[config.mk]
export PLATFORM = sky130hd
export DESIGN_NAME = gate_reduce_pipe
export DESIGN_NICKNAME = d
export VERILOG_FILES = /design/src/rtl/gate_pkg.sv /design/src/rtl/gate_reduce_comb.sv /design/src/rtl/gate_reduce_pipe.sv
export SDC_FILE = /design/constraint.sdc
export NUM_CORES = 1
export LEC_CHECK = 0
export BUFFER_PORTS_ARGS = -buffer_cell sky130_fd_sc_hd__buf_4
export CAP_MARGIN = 40
export CORE_UTILIZATION = 36
export DETAILED_ROUTE_END_ITERATION = 10
export PLACE_DENSITY = 0.66
export SLEW_MARGIN = 10
export SYNTH_ARGS = -nofsm -noshare
export SYNTH_HDL_FRONTEND = slang
export SYNTH_HIERARCHICAL = 1
export SYNTH_SLANG_ARGS = --single-unit
[constraint.sdc]
create_clock -name clk_i -period 1.35 [get_ports clk_i]
set_input_delay 0.3375 -clock clk_i [delete_from_list [all_inputs] [get_ports clk_i]]
set_output_delay 0.3375 -clock clk_i [all_outputs]
set_load 0.02 [all_outputs]
[src/rtl/gate_pkg.sv]
`default_nettype none
// ----------------------------------------------------------------------------
// gate_pkg: shared mode encodings, parameter limits and stage record type.
// Revision: 1.0
// ----------------------------------------------------------------------------
package gate_pkg;

  localparam logic [1:0] GATE_AND = 2'b00;
  localparam logic [1:0] GATE_OR  = 2'b01;
  localparam logic [1:0] GATE_XOR = 2'b10;
  localparam logic [1:0] GATE_NOR = 2'b11;

  localparam int MIN_INPUTS      = 2;
  localparam int MAX_INPUTS      = 32;
  localparam int MIN_STAGES      = 1;
  localparam int MAX_STAGES      = 4;
  localparam int MIN_COUNT_WIDTH = 2;
  localparam int MAX_COUNT_WIDTH = 16;

  typedef struct packed {
    logic valid;
    logic result;
  } stage_t;

endpackage
`default_nettype wire

[src/rtl/gate_reduce_comb.sv]
`default_nettype none
// ----------------------------------------------------------------------------
// gate_reduce_comb: bubble inversion followed by mode-selected reduction.
// Revision: 1.0
// ----------------------------------------------------------------------------
module gate_reduce_comb
  import gate_pkg::*;
#(
  parameter int                      NR_OF_INPUTS = 4,
  parameter logic [NR_OF_INPUTS-1:0] BubblesMask  = '0
) (
  input  logic [NR_OF_INPUTS-1:0] inputs_i,
  input  logic [1:0]              mode_i,
  output logic                    result_o
);

  logic [NR_OF_INPUTS-1:0] real_inputs;

  assign real_inputs = inputs_i ^ BubblesMask;

  always_comb begin
    result_o = 1'b0;
    case (mode_i)
      GATE_AND: result_o = &real_inputs;
      GATE_OR:  result_o = |real_inputs;
      GATE_XOR: result_o = ^real_inputs;
      GATE_NOR: result_o = ~|real_inputs;
      default:  result_o = 1'b0;
    endcase
  end

endmodule
`default_nettype wire

[src/rtl/gate_reduce_pipe.sv]
`default_nettype none
// ----------------------------------------------------------------------------
// gate_reduce_pipe: pipelined reduction gate with rise detect and hit counter.
// Revision: 1.0
// ----------------------------------------------------------------------------
module gate_reduce_pipe
  import gate_pkg::*;
#(
  parameter int                      NR_OF_INPUTS = 4,
  parameter logic [NR_OF_INPUTS-1:0] BubblesMask  = '0,
  parameter int                      PIPE_STAGES  = 2,
  parameter int                      COUNT_WIDTH  = 8
) (
  input  logic                    clk_i,
  input  logic                    rst_i,
  input  logic [NR_OF_INPUTS-1:0] inputs_i,
  input  logic                    in_valid_i,
  input  logic [1:0]              mode_i,
  input  logic                    clear_count_i,
  output logic                    result_o,
  output logic                    out_valid_o,
  output logic                    rise_o,
  output logic [COUNT_WIDTH-1:0]  hit_count_o,
  output logic                    count_sat_o
);

  localparam logic [COUNT_WIDTH-1:0] COUNT_ONE = {{(COUNT_WIDTH-1){1'b0}}, 1'b1};

  logic                   reduced;
  stage_t                 stage_q [PIPE_STAGES];
  stage_t                 stage_d [PIPE_STAGES];
  logic                   prev_q;
  logic                   prev_d;
  logic [COUNT_WIDTH-1:0] count_q;
  logic [COUNT_WIDTH-1:0] count_d;

  gate_reduce_comb #(
    .NR_OF_INPUTS (NR_OF_INPUTS),
    .BubblesMask  (BubblesMask)
  ) u_reduce (
    .inputs_i (inputs_i),
    .mode_i   (mode_i),
    .result_o (reduced)
  );

  // Free-running shift: every stage advances each cycle, bubbles included.
  always_comb begin
    stage_d[0].valid  = in_valid_i;
    stage_d[0].result = reduced;
    for (int k = 1; k < PIPE_STAGES; k++) begin
      stage_d[k] = stage_q[k-1];
    end
  end

  always_ff @(posedge clk_i or posedge rst_i) begin
    if (rst_i) begin
      for (int k = 0; k < PIPE_STAGES; k++) begin
        stage_q[k] <= '0;
      end
    end else begin
      stage_q <= stage_d;
    end
  end

  assign out_valid_o = stage_q[PIPE_STAGES-1].valid;
  assign result_o    = stage_q[PIPE_STAGES-1].result;
  assign count_sat_o = &count_q;
  assign hit_count_o = count_q;

  // Bubbles leave the remembered result untouched so 1,gap,1 is one rise.
  assign rise_o = out_valid_o & result_o & ~prev_q;

  always_comb begin
    prev_d = prev_q;
    if (out_valid_o) begin
      prev_d = result_o;
    end

    count_d = count_q;
    if (clear_count_i) begin
      count_d = '0;
    end else if (out_valid_o && result_o && !count_sat_o) begin
      count_d = count_q + COUNT_ONE;
    end
  end

  always_ff @(posedge clk_i or posedge rst_i) begin
    if (rst_i) begin
      prev_q  <= 1'b0;
      count_q <= '0;
    end else begin
      prev_q  <= prev_d;
      count_q <= count_d;
    end
  end

  a_inputs_range: assert property (@(posedge clk_i)
    (NR_OF_INPUTS >= MIN_INPUTS) && (NR_OF_INPUTS <= MAX_INPUTS));
  a_stages_range: assert property (@(posedge clk_i)
    (PIPE_STAGES >= MIN_STAGES) && (PIPE_STAGES <= MAX_STAGES));
  a_count_range: assert property (@(posedge clk_i)
    (COUNT_WIDTH >= MIN_COUNT_WIDTH) && (COUNT_WIDTH <= MAX_COUNT_WIDTH));

endmodule
`default_nettype wire

=== Yosys cells after proc, flatten, opt, wreduce, memory -nomap -nowiden ===
Index checks and enable logic that the tools add are counted.

* Register bits: 13
* Input port bits: 10
* Output and inout port bits: 12
* Logic and storage cells: 26

* $add $sub $neg: 1
* Eq/ne operators: 3
* Muxes and demuxes: 3
* Bitwise gates (word level): 3
* Reductions and logical operators: 10

{| class="wikitable"
|+ Operators with widths
! cell !! number
|-
| 2-to-1 mux 8 bit || 2
|-
| adder 8 x 1 -> 8 bit (second input constant) || 1
|-
| AND reduction 8 bit || 1
|-
| == test 2 bit (second input constant) || 2
|-
| one-hot mux 1 bit (4 select lines) || 1
|-
| AND reduction 4 bit || 1
|-
| OR reduction 4 bit || 1
|-
| XOR reduction 4 bit || 1
|-
| bitwise AND 1 bit || 2
|-
| == test 2 x 1 -> 1 bit (second input constant) || 1
|-
| logical AND 1 bit || 2
|-
| logical NOT 1 bit || 2
|-
| logical NOT 2 bit || 1
|-
| nonzero test 2 bit || 1
|-
| inverter 1 bit || 1
|}

=== Logic depth before layout (Yosys ltp) ===
* Depth in word-level cells: 5
* Mapped depth: 5
* Gate-level depth less buffers: 5

=== By module ===
Netlist, hierarchy kept.

{| class="wikitable"
|+ Modules (own cells, without submodules)
! module !! times used !! cells an instance !! area an instance (um2) !! sequential area each (um2)
|-
| gate_reduce_pipe || 1 || 57 || 588.1 || 325.3
|-
| gate_reduce_comb || 1 || 15 || 110.1 || 0.0
|}

=== Worst setup path after synthesis ===
Ideal clock, no wire load.

* Path kind: reg-to-reg
* Start point: reg count_q[0], in the netlist hit_count_o[0]
* End point: reg count_q[5], in the netlist hit_count_o[5]
* Setup time: 78 ps
* Arrival time: 1,579 ps
* Required time: 1,272 ps
* Path slack: -307 ps
* Stages on the path, launching flop included: 6
* Path buffers: 0
* Clock period less this slack: 1,657 ps
* Cells stage by stage: dfrtp_1 -> ha_1 -> nand3_1 -> nor2_1 -> or4_1 -> a21oi_1

* Word-level cells in the longest chain between the ends: 4
* Elaborated cells on any way between the ends: 7
* Classes of those cells: 1 x add/sub; 2 x mux; 4 x reduce/logical

{| class="wikitable"
|+ RTL lines
! element !! RTL line !! text
|-
| from (decl) || gate_reduce_pipe.sv:34 || <nowiki>logic [COUNT_WIDTH-1:0] count_q;</nowiki>
|-
| from (signal assigned) || gate_reduce_pipe.sv:93 || <nowiki>count_q <= count_d;</nowiki>
|-
| AND reduction 8 bit || gate_reduce_pipe.sv:67 || <nowiki>assign count_sat_o = &count_q;</nowiki>
|-
| named net count_sat_o || gate_reduce_pipe.sv:24 || <nowiki>output logic count_sat_o</nowiki>
|-
| logical NOT 1 bit || gate_reduce_pipe.sv:82 || <nowiki>end else if (out_valid_o && result_o && !count_sat_o) begin</nowiki>
|-
| logical AND 1 bit || gate_reduce_pipe.sv:82 ||
|-
| nonzero test 2 bit (no source line) || - ||
|}

The timed path passes the listed nets, and every way through them passes these cells. The select of a mux whose other input is x is not followed.
A chain may end at the register's enable or synchronous reset.

=== Final worst setup path ===
* Start point: reg count_q[0], in the netlist hit_count_o[0]
* End point: out count_sat_o

* Word-level cells in the longest chain between the ends: 1

{| class="wikitable"
|+ RTL lines
! element !! RTL line
|-
| AND reduction 8 bit || gate_reduce_pipe.sv:67
|-
| to (decl) || gate_reduce_pipe.sv:24
|}

Every way passes these cells.

==> impl_metrics.ini <==
[place]
place.gp.congestion = 0.8027
io_buffers = 21
placedCellCount = 129
place_area_um2 = 1013
hpwlAfterDp_um = 1287

[cts]
cts.path.max_buffers = 2
cts_made_buffers = 3
cts_hold_buf = 0
clkTransAtPathRegs_ps = 80
cts_tree = yes
clock_latency_ps = 280
cts.sinks = 13
root_buffer = clkbuf_4
cts.htree.levels = 1

[sta]
finalCritPeriodShare = 1.102
rsz0062_at_grt = yes
slew_headroom = 0.6688
fin_setup_tns_ps = -645.7
finalSetupViolations = 10
slew_violations = 0
worst_slack_ps = -137.2
fmax_mhz = 672.4
max_slew.worst_pin.slew_ps = 496.3
hold_violations = 0
hold_slack_ps = 72.18
min_period_ps = 1487
fin_skew_ps = 1.520

[die]
die_w_um = 46.04
coreArea_um2 = 1764
die_area_um2 = 2120
die_y_um = 46.04
rows = 15
start_util = 0.3957
pin_count = 22

[grt]
grt_pass1_wl_um = 2773
grt_pass1_vias = 686
grt_overflow = 0
grt_start_max_net_pins = 14
grt.total_usage = 0.1944
grt_antenna_before_repair = 0

[critical_path]
setup.worst_path.class = flop to output port
crit_family = flip-flops
critical-path-slowest-cell = dfrtp_2
cp_max_fo = 2
crit_buf_inv = 1
path_cells = ha_4, nand3_4, nor2_4, buf_6
max_stage_delay_ps = 400
cp.required_ps = 1010
arrival_ps = 1150
start_kind = flop
worstSetupEndpointType = output port

[routing]
drt_iter0_markers = 16
via_per_inst = 5.056
drt_wl_total_um = 2025
wl_per_cell_um = 14.16
ant_nets = 0
first_pass_iters = 4
drc_errors = 0
vias = 723

[power_and_ir_drop]
p_per_area_nw_per_um2 = 695.8
ir_drop_v = 0.0006664
leakage_nw = 0.6117

[worst_hold_path]
hold_path.class = input port to asynchronous set/reset pin

[logic_synthesis]
netlist_area_um2 = 698.2
ys_seq_area_frac = 0.4659
synth_edf_count = 0
yosysUniqueCellTypes = 27
ys.flop_type = dfrtp_1
syn_inst = 72
async_flop_share = 1.000
ys_warn_count = 6
syn_avg_cell_area_um2 = 9.697
mappedNetlistNets = 87
synth_area_leaders = dfrtp_1 (47%), ha_1 (9.0%), inv_1 (4.8%)
yosys_register_bits = 13
synth.largest_area_cell = dfrtp_1
synth.top_cell.area_share = 0.4659

[cells_and_area]
drive_gt1_frac = 0.5932
final_common_cell = buf_4
n_antenna_cell = 0
stdcell_area_um2 = 1239
fin_util = 0.7021
nNetsFinal = 134
fin_cells = 143
final_cell_mix = buf_4 (26), buf_6 (17), inv_1 (9)
area_growth_pct = 77.42

[job]
maxCapViolations = 0

[run_status]
violations = setup timing
run_status = complete, but fails checks
[layout make-up]
type | count | area (um^2)
multi-input combinational | 49 | 425.4
inverter | 9 | 33.78
clock inverter | 1 | 5.005
timing repair buffer | 43 | 386.6
tap | 25 | 31.28
sequential | 13 | 334.1
clock buffer | 3 | 22.52
fill | 146 | 525.5
[kinds of logic (layout without fill, tap and decap cells)]
kind of cell | Yosys count | after routing | share of synthesized area
buf+inv | 10 | 56 | 0.06272
flops | 13 | 13 | 0.4659
simple gates | 26 | 26 | 0.1954
fa+ha+maj | 5 | 5 | 0.08961
mux | 2 | 2 | 0.02867
compound gates | 13 | 13 | 0.1201
xor+xnor | 3 | 3 | 0.03764
[worst register-to-register path, cell delays in order (launching register included)]
cell and delay [ps]:
dfrtp_2 400, buf_6 110, nand3_2 70, or2_4 240, or4_4 480, a21oi_2 120
[cells in the mapped netlist, drive strengths merged (2+ instances only)]
cell type / instances
xor2: 2
o21ai: 2
nor2: 8
nor3: 4
dfrtp: 13
a211oi: 2
inv: 9
nand3: 3
ha: 5
o21bai: 2
nand2: 4
mux2i: 2
a21oi: 3
[power by group]
group | switching, mW | total [mW] | internal (mW)
registers | 0.0161 | 0.424 | 0.408
clock network | 0.139 | 0.249 | 0.110
logic | 0.0842 | 0.189 | 0.105
total | 0.239 | 0.862 | 0.623
[registers in the layout, summed over array words and instances, names as in the netlist]
| signal | cells |
|---|---|
| hit_count_o | 8 |
| out_valid_o | 1 |
| prev_q | 1 |
| result_o | 1 |
| stage_d | 2 |
[path summary, 6_finish.rpt]
| path | start | end | slack (ps) | cells after the start |
|---|---|---|---|---|
| setup / recovery | hit_count_o[0] | count_sat_o | -140 | 4 |
| hold / removal | rst_i | stage_d[0] | 70 | 2 |
| setup reg to reg | hit_count_o[0] | hit_count_o[5] | -130 | 5 |
| hold reg to reg | stage_d[0] | result_o | 350 | 0 |
| max in group asynchronous | rst_i | out_valid_o | 920 | 2 |
| min in group clk_i | in_valid_i | stage_d[1] | 160 | 1 |
[through the flow]
| step | total power, mW | worst slack (ps) |
|---|---|---|
| after global placement | 0.5568 | -7.561 |
| after CTS | 0.8493 | -137.3 |
| after floorplan | 0.4966 | -85.97 |
| final | 0.8619 | -137.2 |
| after global routing | 0.8980 | -190.4 |
| after detailed placement | 0.5608 | -29.49 |
[routing by layer]
layer | track usage | part of all wire | vias up
met4 | 0.1059 | 0.036 | 0
met1 | 0.1794 | 0.37 | 347
met3 | 0.06746 | 0.044 | 8
met2 | 0.3634 | 0.55 | 27
met5 | 0 | 0 | -
li1 | - | - | 341
[what timing repair did]
action / CTS / global route
gates cloned: 0 / 0
setup buffers: 9 / 1
endpoints found under the setup margin: 9 / 16
resized for setup: 15 / 15
pin swaps: 6 / 5
No activity file was read; power rests on OpenSTA's default activity.
